<file path="src/rtl/ps2_pkg.sv">
// Shared definitions for the PS/2 host-side blocks: FSM states, status word
// layout and default timing constants.
package ps2_pkg;

   typedef enum logic [2:0] {
      IDLE,
      INHIBIT,
      DATA,
      PARITY,
      STOP,
      ACKW,
      WAITIDLE
   } ps2_state_t;

   localparam int ST_DONE    = 11;
   localparam int ST_TIMEOUT = 10;
   localparam int ST_NACK    = 9;
   localparam int ST_BUSY    = 8;

   localparam int DEF_INHIBIT_CYCLES = 10000;    // 100 us at 100 MHz
   localparam int DEF_TIMEOUT_CYCLES = 1500000;  // 15 ms at 100 MHz

   function automatic logic odd_parity(input logic [7:0] i_byte);
      return ~^i_byte;
   endfunction

endpackage

</file>
<file path="src/rtl/ps2_line_sync.sv">
// Two-flop synchroniser for the PS2C/PS2D pads plus a one-cycle pulse on each
// falling edge of the synchronised clock line.
module ps2_line_sync (
   input  logic clk,
   input  logic rst,
   input  logic i_ps2c,
   input  logic i_ps2d,
   output logic o_ps2c,
   output logic o_ps2d,
   output logic o_fall
);

   logic [1:0] r_c_sync;
   logic [1:0] r_d_sync;
   logic       r_c_prev;

   // Idle bus level is high, so the chain resets to 1 and reset release cannot
   // fake a falling edge.
   always_ff @(posedge clk or posedge rst) begin
      if (rst) begin
         r_c_sync <= 2'b11;
         r_d_sync <= 2'b11;
         r_c_prev <= 1'b1;
      end else begin
         // NOTE: non-blocking assignments let each flop take its neighbour's old value, forming a true shift chain.
         r_c_sync <= {r_c_sync[0], i_ps2c};
         r_d_sync <= {r_d_sync[0], i_ps2d};
         r_c_prev <= r_c_sync[1];
      end
   end

   assign o_ps2c = r_c_sync[1];
   assign o_ps2d = r_d_sync[1];
   assign o_fall = r_c_prev & ~r_c_sync[1];

endmodule

</file>
<file path="src/rtl/ps2_host_tx.sv">
// Host-to-device PS/2 transmitter on the Wishbone-style bus: a CPU write starts a
// request-to-send frame; status and a level completion interrupt report the outcome.
module ps2_host_tx
   import ps2_pkg::*;
#(
   parameter int INHIBIT_CYCLES = DEF_INHIBIT_CYCLES,
   parameter int TIMEOUT_CYCLES = DEF_TIMEOUT_CYCLES
) (
   input  logic        clk,
   input  logic        rst,
   input  logic        STB,
   input  logic        WE,
   input  logic [31:0] DAT_I,
   output logic [31:0] DAT_O,
   output logic        ACK,
   output logic        INT,
   input  logic        ps2c_i,
   input  logic        ps2d_i,
   output logic        ps2c_oe,
   output logic        ps2d_oe
);

   localparam int CNT_MAX = (INHIBIT_CYCLES > TIMEOUT_CYCLES) ? INHIBIT_CYCLES : TIMEOUT_CYCLES;
   localparam int CW      = $clog2(CNT_MAX + 1);
   localparam logic [CW-1:0] INH_LAST = CW'(INHIBIT_CYCLES - 1);
   localparam logic [CW-1:0] INH_END  = CW'(INHIBIT_CYCLES);
   localparam logic [CW-1:0] TO_LAST  = CW'(TIMEOUT_CYCLES - 1);

   ps2_state_t    r_state;
   logic [7:0]    r_byte;
   logic [2:0]    r_bit;
   logic [CW-1:0] r_cnt;
   logic          r_busy, r_done, r_timeout, r_nack;
   logic          r_c_oe, r_d_oe;
   logic          r_wr_d, r_rd_d;

   logic w_wr, w_rd, w_wr_evt, w_rd_evt;
   logic w_c_sync, w_d_sync, w_fall, w_timeout;
   logic w_unused_dat;

   ps2_line_sync u_sync (
      .clk    (clk),
      .rst    (rst),
      .i_ps2c (ps2c_i),
      .i_ps2d (ps2d_i),
      .o_ps2c (w_c_sync),
      .o_ps2d (w_d_sync),
      .o_fall (w_fall)
   );

   assign w_wr         = STB & WE;
   assign w_rd         = STB & ~WE;
   assign w_wr_evt     = w_wr & ~r_wr_d;
   assign w_rd_evt     = w_rd & ~r_rd_d;
   assign w_timeout    = (r_state inside {DATA, PARITY, STOP, ACKW, WAITIDLE}) && (r_cnt == TO_LAST);
   assign w_unused_dat = ^DAT_I[31:8];

   assign ACK     = STB;
   assign INT     = r_done;
   assign ps2c_oe = r_c_oe;
   assign ps2d_oe = r_d_oe;

   always_comb begin
      // NOTE: default every bit before the selective writes so no latch is inferred.
      DAT_O             = '0;
      DAT_O[7:0]        = r_byte;
      DAT_O[ST_BUSY]    = r_busy;
      DAT_O[ST_NACK]    = r_nack;
      DAT_O[ST_TIMEOUT] = r_timeout;
      DAT_O[ST_DONE]    = r_done;
   end

   // Asynchronous reset releases both open-drain lines at once, even mid-frame.
   always_ff @(posedge clk or posedge rst) begin
      if (rst) begin
         r_state   <= IDLE;
         r_byte    <= '0;
         r_bit     <= '0;
         r_cnt     <= '0;
         r_busy    <= 1'b0;
         r_done    <= 1'b0;
         r_timeout <= 1'b0;
         r_nack    <= 1'b0;
         r_c_oe    <= 1'b0;
         r_d_oe    <= 1'b0;
         r_wr_d    <= 1'b0;
         r_rd_d    <= 1'b0;
      end else begin
         r_wr_d <= w_wr;
         r_rd_d <= w_rd;
         if (w_rd_evt) r_done <= 1'b0;
         if (r_state != IDLE) r_cnt <= r_cnt + 1'b1;

         if (w_timeout) begin
            r_c_oe    <= 1'b0;
            r_d_oe    <= 1'b0;
            r_timeout <= 1'b1;
            r_done    <= 1'b1;
            r_busy    <= 1'b0;
            r_state   <= IDLE;
         end else begin
            case (r_state)
               IDLE: if (w_wr_evt) begin
                  r_byte    <= DAT_I[7:0];
                  r_done    <= 1'b0;
                  r_timeout <= 1'b0;
                  r_nack    <= 1'b0;
                  r_busy    <= 1'b1;
                  r_c_oe    <= 1'b1;
                  r_cnt     <= '0;
                  r_state   <= INHIBIT;
               end
               INHIBIT: begin
                  // Start bit goes out one cycle before the clock line is released.
                  if (r_cnt == INH_LAST) r_d_oe <= 1'b1;
                  if (r_cnt == INH_END) begin
                     r_c_oe  <= 1'b0;
                     r_cnt   <= '0;
                     r_bit   <= '0;
                     r_state <= DATA;
                  end
               end
               DATA: if (w_fall) begin
                  r_d_oe <= ~r_byte[r_bit];
                  r_bit  <= r_bit + 3'd1;
                  if (r_bit == 3'd7) r_state <= PARITY;
               end
               PARITY: if (w_fall) begin
                  r_d_oe  <= ~odd_parity(r_byte);
                  r_state <= STOP;
               end
               STOP: if (w_fall) begin
                  r_d_oe  <= 1'b0;
                  r_state <= ACKW;
               end
               ACKW: if (w_fall) begin
                  if (w_d_sync) r_nack <= 1'b1;
                  r_state <= WAITIDLE;
               end
               WAITIDLE: if (w_c_sync && w_d_sync) begin
                  r_busy  <= 1'b0;
                  r_done  <= 1'b1;
                  r_state <= IDLE;
               end
               default: r_state <= IDLE;
            endcase
         end
      end
   end

endmodule

</file>
<file path="config.mk">
export PLATFORM = sky130hd
export DESIGN_NAME = ps2_host_tx
export DESIGN_NICKNAME = d
export VERILOG_FILES = /design/src/rtl/ps2_pkg.sv /design/src/rtl/ps2_line_sync.sv /design/src/rtl/ps2_host_tx.sv
export SDC_FILE = /design/constraint.sdc
export NUM_CORES = 1
export LEC_CHECK = 0
export ABC_AREA = 1
export BUFFER_PORTS_ARGS = -buffer_cell sky130_fd_sc_hd__buf_2
export CAP_MARGIN = 20
export CORE_AREA = 2 2 79 81
export DETAILED_ROUTE_END_ITERATION = 12
export DIE_AREA = 0 0 81 83
export PLACE_DENSITY = 0.9
export SLEW_MARGIN = 15
export SYNTH_ARGS = -nofsm -noshare
export SYNTH_HDL_FRONTEND = slang
export SYNTH_SLANG_ARGS = --single-unit
</file>
<file path="constraint.sdc">
create_clock -name clk -period 3.35 [get_ports clk]
set_input_delay 1.005 -clock clk [delete_from_list [all_inputs] [get_ports clk]]
set_output_delay 1.005 -clock clk [all_outputs]
set_load 0.005 [all_outputs]
</file>
==> flow_metrics.py, run 1 <==
metrics = {
    "status": {
        "status": "completed",
    },
    "sta": {
        "fin_ws_ps": 1120,
        "fin_crit_sh_pct": 66.7,
        "rsz0062_at_grt": "no",
        "relSlewSlack_pct": 66.4,
        "fin_setup_tns_ps": 0,
        "setup_viol": 0,
        "clock_skew_ps": 12.7,
        "maxSlewViolCount": 0,
        "fmax_ghz": 0.448,
        "hold_viol": 0,
        "max_slew.worst_pin.slew_ps": 501,
        "min_period_ps": 2230,
        "whs_ps": 360,
    },
    "worst_setup_path": {
        "crit_path_max_fanout": 3,
        "worstReg2RegStart": "r_cnt[0]",
        "r2r_slack_ps": 1290,
        "critPathSlowestCell": "buf_2",
        "crit_arrival_ps": 1230,
        "required_ps": 2340,
        "worstSetupPathType": "in -> out",
        "startpoint_type": "primary input",
        "rr_endpoint": "ps2c_oe",
        "crit_path_end_kind": "output port",
        "critPathMaxStageDelay_ps": 120,
        "cp_top_family": "buffers and inverters",
        "critPathBufInv": 2,
        "reg2regPathDepth": 9,
        "path_cells": "buf_2 -> buf_2",
        "cpMostUsedCell": "buf_2",
    },
    "flow_run": {
        "cap_violations": 0,
    },
    "synth": {
        "synth_ff_type": "dfrtp_1",
        "ys_ff_latch": 48,
        "netlist_area_sq_um": 3180,
        "yosysUniqueCellTypes": 36,
        "ys.warnings.count": 0,
        "postSynth.asyncResetShare_pct": 100,
        "avgSynthCellArea_sq_um": 7.35,
        "syn_inst": 432,
        "synth_edf_count": 0,
        "synth_top_area_cell": "dfrtp_1",
        "synthTopCellsByArea": "dfrtp_1 (34%), nand2_1 (14%), buf_4 (6.1%), inv_1 (5.8%), nand3_1 (5.5%)",
        "seq_area_frac_synth_pct": 38.0,
        "synthDominantCellAreaShare_pct": 33.9,
    },
    "cts": {
        "cts_buffer_depth": 2,
        "clk_pin_slew_ps": 90,
        "hold_buffers": 0,
        "root_buffer": "clkbuf_8",
        "numCtsBuffers": 5,
        "ctsResizeCount": 0,
        "clk_latency_ps": 310,
        "clock-sinks": 48,
        "htree_levels": 2,
        "tritoncts": "yes",
        "postCtsSetupBuffers": 0,
    },
    "global_route": {
        "overflow": 0,
        "track_usage_pct": 23.0,
        "grt_start_max_net_pins": 49,
        "grt_pass1_vias": 2720,
        "grt_pass1_wl_microns": 12300,
        "antenna_found_initial": 0,
    },
    "placement": {
        "place_ws_ps": 1110,
        "dpl.hpwl_microns": 5170,
        "placed_area_sq_um": 3260,
        "place_congestion": 0.988,
        "portBuffers": 29,
    },
    "final_layout": {
        "stdcell_area_sq_um": 3440,
        "regArea_sq_um": 1210,
        "num_antenna_cells": 0,
        "nets": 500,
        "multi_input_area_sq_um": 1600,
        "drive_gt1_share_pct": 16.6,
        "area_growth_pct": 8.23,
        "fillers": 499,
    },
    "route": {
        "wl_per_cell_microns": 13.5,
        "initialDrtViolationCount": 269,
        "vias": 2938,
        "first_pass_iters": 6,
        "drc": 0,
        "wirelength_microns": 7190,
        "via_per_inst": 5.50,
        "ant_nets": 0,
    },
    "worst_hold_path": {
        "hp-class": "reg -> reg",
        "hold-path-endpoint": "u_sync.r_c_sync[1]",
        "min-delay-start": "u_sync.r_c_sync[0]",
        "whs_path_depth": 0,
    },
    "power": {
        "vdd_drop_max_uv": 533,
        "p_per_area_nw_per_um2": 838,
        "p_leak_nw": 1.71,
    },
    "floorplan": {
        "rows": 28,
        "fp.dieW_microns": 81,
        "io-pin-count": 74,
        "start_util_pct": 54.6,
        "die_y_microns": 83,
        "core_sq_um": 5820,
        "fp.dieArea_sq_um": 6720,
    },
}
## flip-flops by register name (all words and copies together), names as in the netlist
name and cells:
r_cnt 21, r_byte 8, r_bit 3, r_state 3
u_sync.r_c_sync 2, u_sync.r_d_sync 2, INT 1, ps2c_oe 1
ps2d_oe 1, r_busy 1, r_nack 1, r_rd_d 1
r_timeout 1, r_wr_d 1, u_sync.r_c_prev 1
## layout make-up
type,instances,share of cell area (%)
inverters,56,6.12
clock buffers,5,2.00
multi-input cells,317,46.6
repair buffers,30,4.81
clock inverters,3,2.62
well taps,75,2.73
flip-flops and latches,48,35.1
## per-stage QoR
| step | util [%] | instances | power [W] |
|---|---|---|---|
| floorplan | - | 451 | 0.00200 |
| detailed placement | 56.0 | 525 | 0.00227 |
| global route | 59.1 | 534 | 0.00311 |
| CTS | 58.8 | 533 | 0.00286 |
| finish | 59.1 | 534 | 0.00288 |
| global placement | 56.0 | 525 | 0.00220 |
## report_power, final
| group | internal, W | total (W) | switching (W) |
|---|---|---|---|
| combinational | 0.000460 | 0.00127 | 0.000814 |
| clock | 0.000373 | 0.000585 | 0.000211 |
| sequential | 0.000768 | 0.00102 | 0.000255 |
## how the worst max path moves through the flow
stage | slack [ps] | cells after the start | endpoint | start
2_1_floorplan | 1210 | 1 | INT | rst
3_3_place_gp | 1120 | 2 | ACK | STB
3_5_place_dp | 1110 | 2 | ACK | STB
4_1_cts | 1110 | 2 | ACK | STB
5_1_grt | 1100 | 2 | ACK | STB
6_report | 1120 | 2 | ACK | STB
## metal layers
metal	vias to the layer above	track usage (%)	part of all wire, %
li1	1390	-	-
met1	1375	31.5	42
met2	148	36.8	49
met3	25	2.39	6.6
met4	0	9.71	2.9
met5	-	0	0
## layout by cell type, fill, tap and decap left out, types with 2 or more instances in the layout
| cell | synthesis | layout |
|---|---|---|
| nor2_4 | 5 | 5 |
| a21oi_1 | 5 | 5 |
| nand2_2 | 5 | 5 |
| conb_1 | 1 | 20 |
| inv_1 | 49 | 48 |
| nand2_1 | 120 | 120 |
| nand4_1 | 4 | 4 |
| o21ai_1 | 4 | 4 |
| nor3_1 | 13 | 13 |
| bufinv_16 | 0 | 3 |
| nor2_2 | 7 | 7 |
| xnor2_1 | 3 | 3 |
| inv_2 | 7 | 8 |
| nor2_1 | 37 | 37 |
| a22oi_1 | 3 | 3 |
| clkbuf_8 | 0 | 5 |
| o21ai_2 | 2 | 2 |
| o21ai_0 | 18 | 18 |
| buf_2 | 2 | 29 |
| dfrtp_1 | 43 | 43 |
| a31oi_1 | 4 | 4 |
| nand3_1 | 35 | 35 |
| dfstp_2 | 5 | 5 |
| ha_1 | 4 | 4 |
| o22ai_1 | 8 | 8 |
| xor2_1 | 10 | 10 |
## logic make-up (layout without fill, tap and decap cells)
| group | count (synthesis) | after routing | share of synthesized area [%] |
|---|---|---|---|
| buf+inv | 86 | 94 | 13.8 |
| flops | 48 | 48 | 38.0 |
| fa+ha+maj | 4 | 4 | 1.58 |
| simple gates | 233 | 233 | 34.3 |
| compound gates | 47 | 47 | 8.63 |
| xor+xnor | 13 | 13 | 3.59 |
| other cells | 1 | 20 | 0.118 |
## synth_stat cells, types with 5 or more instances
master / count
buf_4: 26
o21ai_0: 18
nor3_1: 13
nor2_1: 37
dfstp_2: 5
inv_2: 7
inv_1: 49
nor2_4: 5
nor2_2: 7
o22ai_1: 8
a21oi_1: 5
nand2_2: 5
nand3_1: 35
dfrtp_1: 43
xor2_1: 10
nand2_1: 120
(Power assumes the default switching activity.)
==> run 2, diff against run 1 <==
--- a/config.mk
+++ b/config.mk
@@ -8,10 +8,10 @@
 export ABC_AREA = 1
 export BUFFER_PORTS_ARGS = -buffer_cell sky130_fd_sc_hd__buf_2
 export CAP_MARGIN = 20
-export CORE_AREA = 2 2 79 81
+export CORE_AREA = 2 2 84 86
 export DETAILED_ROUTE_END_ITERATION = 12
-export DIE_AREA = 0 0 81 83
-export PLACE_DENSITY = 0.9
+export DIE_AREA = 0 0 86 88
+export PLACE_DENSITY = 0.85
 export SLEW_MARGIN = 15
 export SYNTH_ARGS = -nofsm -noshare
 export SYNTH_HDL_FRONTEND = slang
==> constraint.sdc (replaced) <==
create_clock -name clk -period 1.88 [get_ports clk]
set_input_delay 0.564 -clock clk [delete_from_list [all_inputs] [get_ports clk]]
set_output_delay 0.564 -clock clk [all_outputs]
set_load 0.005 [all_outputs]
==> run 2 against run 1 <==
First-iteration DRC count shrank 10%; clock power grew 41%; combinational power grew 82%; worst hold slack lost 160 ps; flip-flop and latch count is the same; critical path depth grew 6; sequential share of layout area shrank 0.14 points; core utilization shrank 7.1 points.
==> flow_metrics.py, run 2 (synthesis gave the netlist of run 1 again) <==
metrics = {
    "cts": {
        "cts_buffer_depth": 2,
        "clock-sinks": 48,
        "hold_buffers": 0,
        "tritoncts": "yes",
        "root_buffer": "clkbuf_8",
        "htree_levels": 2,
        "clk_pin_slew_ps": 100,
        "numCtsBuffers": 5,
        "clk_latency_ps": 310,
    },
    "final_layout": {
        "layout_common_cells": "nand2_1 (120), inv_1 (48), dfrtp_1 (42)",
        "largestRegisters": "r_cnt x21, r_byte x8",
        "final_cells": 544,
        "largest_reg_flops": 21,
        "top_register": "r_cnt",
        "final_common_cell": "nand2_1",
        "drive_gt1_share_pct": 18.1,
        "nets": 505,
        "area_growth_pct": 8.79,
        "stdcell_area_sq_um": 3450,
        "num_antenna_cells": 0,
    },
    "floorplan": {
        "rows": 30,
        "io-pin-count": 74,
        "fp.dieW_microns": 86,
        "core_sq_um": 6640,
        "die_y_microns": 88,
        "start_util_pct": 47.8,
        "fp.dieArea_sq_um": 7570,
    },
    "route": {
        "initialDrtViolationCount": 242,
        "vias": 2867,
        "wl_per_cell_microns": 12.9,
        "ant_nets": 0,
        "drc": 0,
        "via_per_inst": 5.27,
        "wirelength_microns": 7030,
        "first_pass_iters": 5,
    },
    "worst_setup_path": {
        "reg2regPathDepth": 8,
        "critPathSlowestCell": "dfrtp_2",
        "worstReg2RegStart": "r_cnt[0]",
        "cp_top_family": "simple AND/OR/NAND/NOR gates",
        "crit_arrival_ps": 1920,
        "required_ps": 2080,
        "crit_path_end_kind": "flip-flop",
        "critPathMaxStageDelay_ps": 400,
        "path_cells": "ha_1 -> nand2_1 -> nor2_4 -> nand2_4 -> nor2_4 -> nand3_1 -> o21ai_0 -> a22oi_1",
        "worstSetupPathType": "reg -> reg",
        "r2r_slack_ps": 150,
        "crit_path_max_fanout": 4,
        "critPathBufInv": 0,
        "startpoint_type": "flip-flop",
        "rr_endpoint": "r_cnt[12]",
        "cpMostUsedCell": "nor2_4",
    },
    "power": {
        "p_per_area_nw_per_um2": 1430,
        "p_clk_share_pct": 16.6,
        "p_int_w": 0.00265,
        "switching_share_pct": 46.5,
        "combinationalPowerShare_pct": 46.6,
        "pwr-share-seq_pct": 36.8,
        "p_sw_w": 0.00230,
        "p_leak_nw": 1.71,
        "vdd_drop_max_uv": 827,
    },
    "sta": {
        "fin_crit_sh_pct": 91.9,
        "min_period_ps": 1730,
        "clock_skew_ps": 8.14,
        "hold_viol": 0,
        "maxSlewViolCount": 0,
        "rsz0062_at_grt": "no",
        "fmax_ghz": 0.579,
        "fin_setup_tns_ps": 0,
        "setup_viol": 0,
    },
    "global_route": {
        "antenna_found_initial": 0,
        "grt_pass1_vias": 2627,
        "grt_start_max_net_pins": 36,
        "overflow": 0,
        "grt_pass1_wl_microns": 11800,
        "track_usage_pct": 19.3,
    },
    "placement": {
        "numPlacedInstances": 534,
        "place_congestion": 0.959,
        "dpl.hpwl_microns": 5270,
        "portBuffers": 29,
        "placed_area_sq_um": 3310,
    },
    "flow_run": {
        "cap_violations": 0,
    },
    "worst_hold_path": {
        "hp-class": "in -> async",
    },
    "status": {
        "status": "completed",
    },
}
[run 2: worst max-delay path by stage]
| stage | start | end | slack, ps | cells past startpoint |
|---|---|---|---|---|
| after floorplan | rst | INT | 180 | 1 |
| after global placement | r_cnt[0] | r_state[2] | 170 | 10 |
| after detailed placement | r_cnt[0] | r_cnt[12] | 80 | 8 |
| after CTS | r_cnt[0] | r_cnt[12] | 70 | 8 |
| after global routing | r_cnt[0] | r_cnt[12] | 0.6 | 8 |
| final | r_cnt[0] | r_cnt[12] | 150 | 8 |
[run 2: worst reg2reg max path, delay by kind of cell, from the launching register on]
kind,cells,cell delay [ps]
adders and majority gates,1,220
DFF,1,400
AOI/OAI and AO/OA,2,310
and+or+nand+nor,5,690
[run 2: stage by stage]
stage / total power [W] / worst slack [ps] / utilization [%] / hold slack [ps]
3_5_place_dp: 0.00408 / 85.0 / 49.8 / 352
6_report: 0.00495 / 153 / 52.0 / 197
3_3_place_gp: 0.00398 / 167 / 49.8 / 346
4_1_cts: 0.00490 / 65.4 / 51.6 / 209
2_1_floorplan: 0.00356 / 180 / - / 345
5_1_grt: 0.00539 / 0.630 / 52.0 / 211
[run 2: power by group through the flow]
stage	Sequential (W)	Combinational [W]	Clock, W
after floorplan	0.00171	0.00185	0
after global placement	0.00181	0.00217	0
after detailed placement	0.00183	0.00225	0
after CTS	0.00182	0.00227	0.000817
after global routing	0.00188	0.00266	0.000849
final	0.00182	0.00231	0.000822
[run 2: repair_timing]
item / in CTS / in global routing
endpoints found under the setup margin: 0 / 16
gates resized for setup: 0 / 4
setup buffers: 0 / 2
[run 2: area by class of cell]
cell class / count / area (sq um)
tap: 80 / 100
fill: 620 / 3190
clock inverter: 3 / 50.0
inverter: 56 / 210
clock buffer: 5 / 68.8
sequential: 48 / 1210
multi-input combinational: 317 / 1610
timing repair buffer: 35 / 203
[run 2: layer usage]
layer / share of wire (%) / routed length, microns / global-route usage [%] / vias up
li1: - / - / - / 1393
met1: 44 / 3060 / 25.7 / 1344
met2: 49 / 3410 / 32.1 / 116
met3: 6.2 / 437 / 2.17 / 14
met4: 1.7 / 121 / 8.23 / 0
met5: 0 / 0 / 0 / -
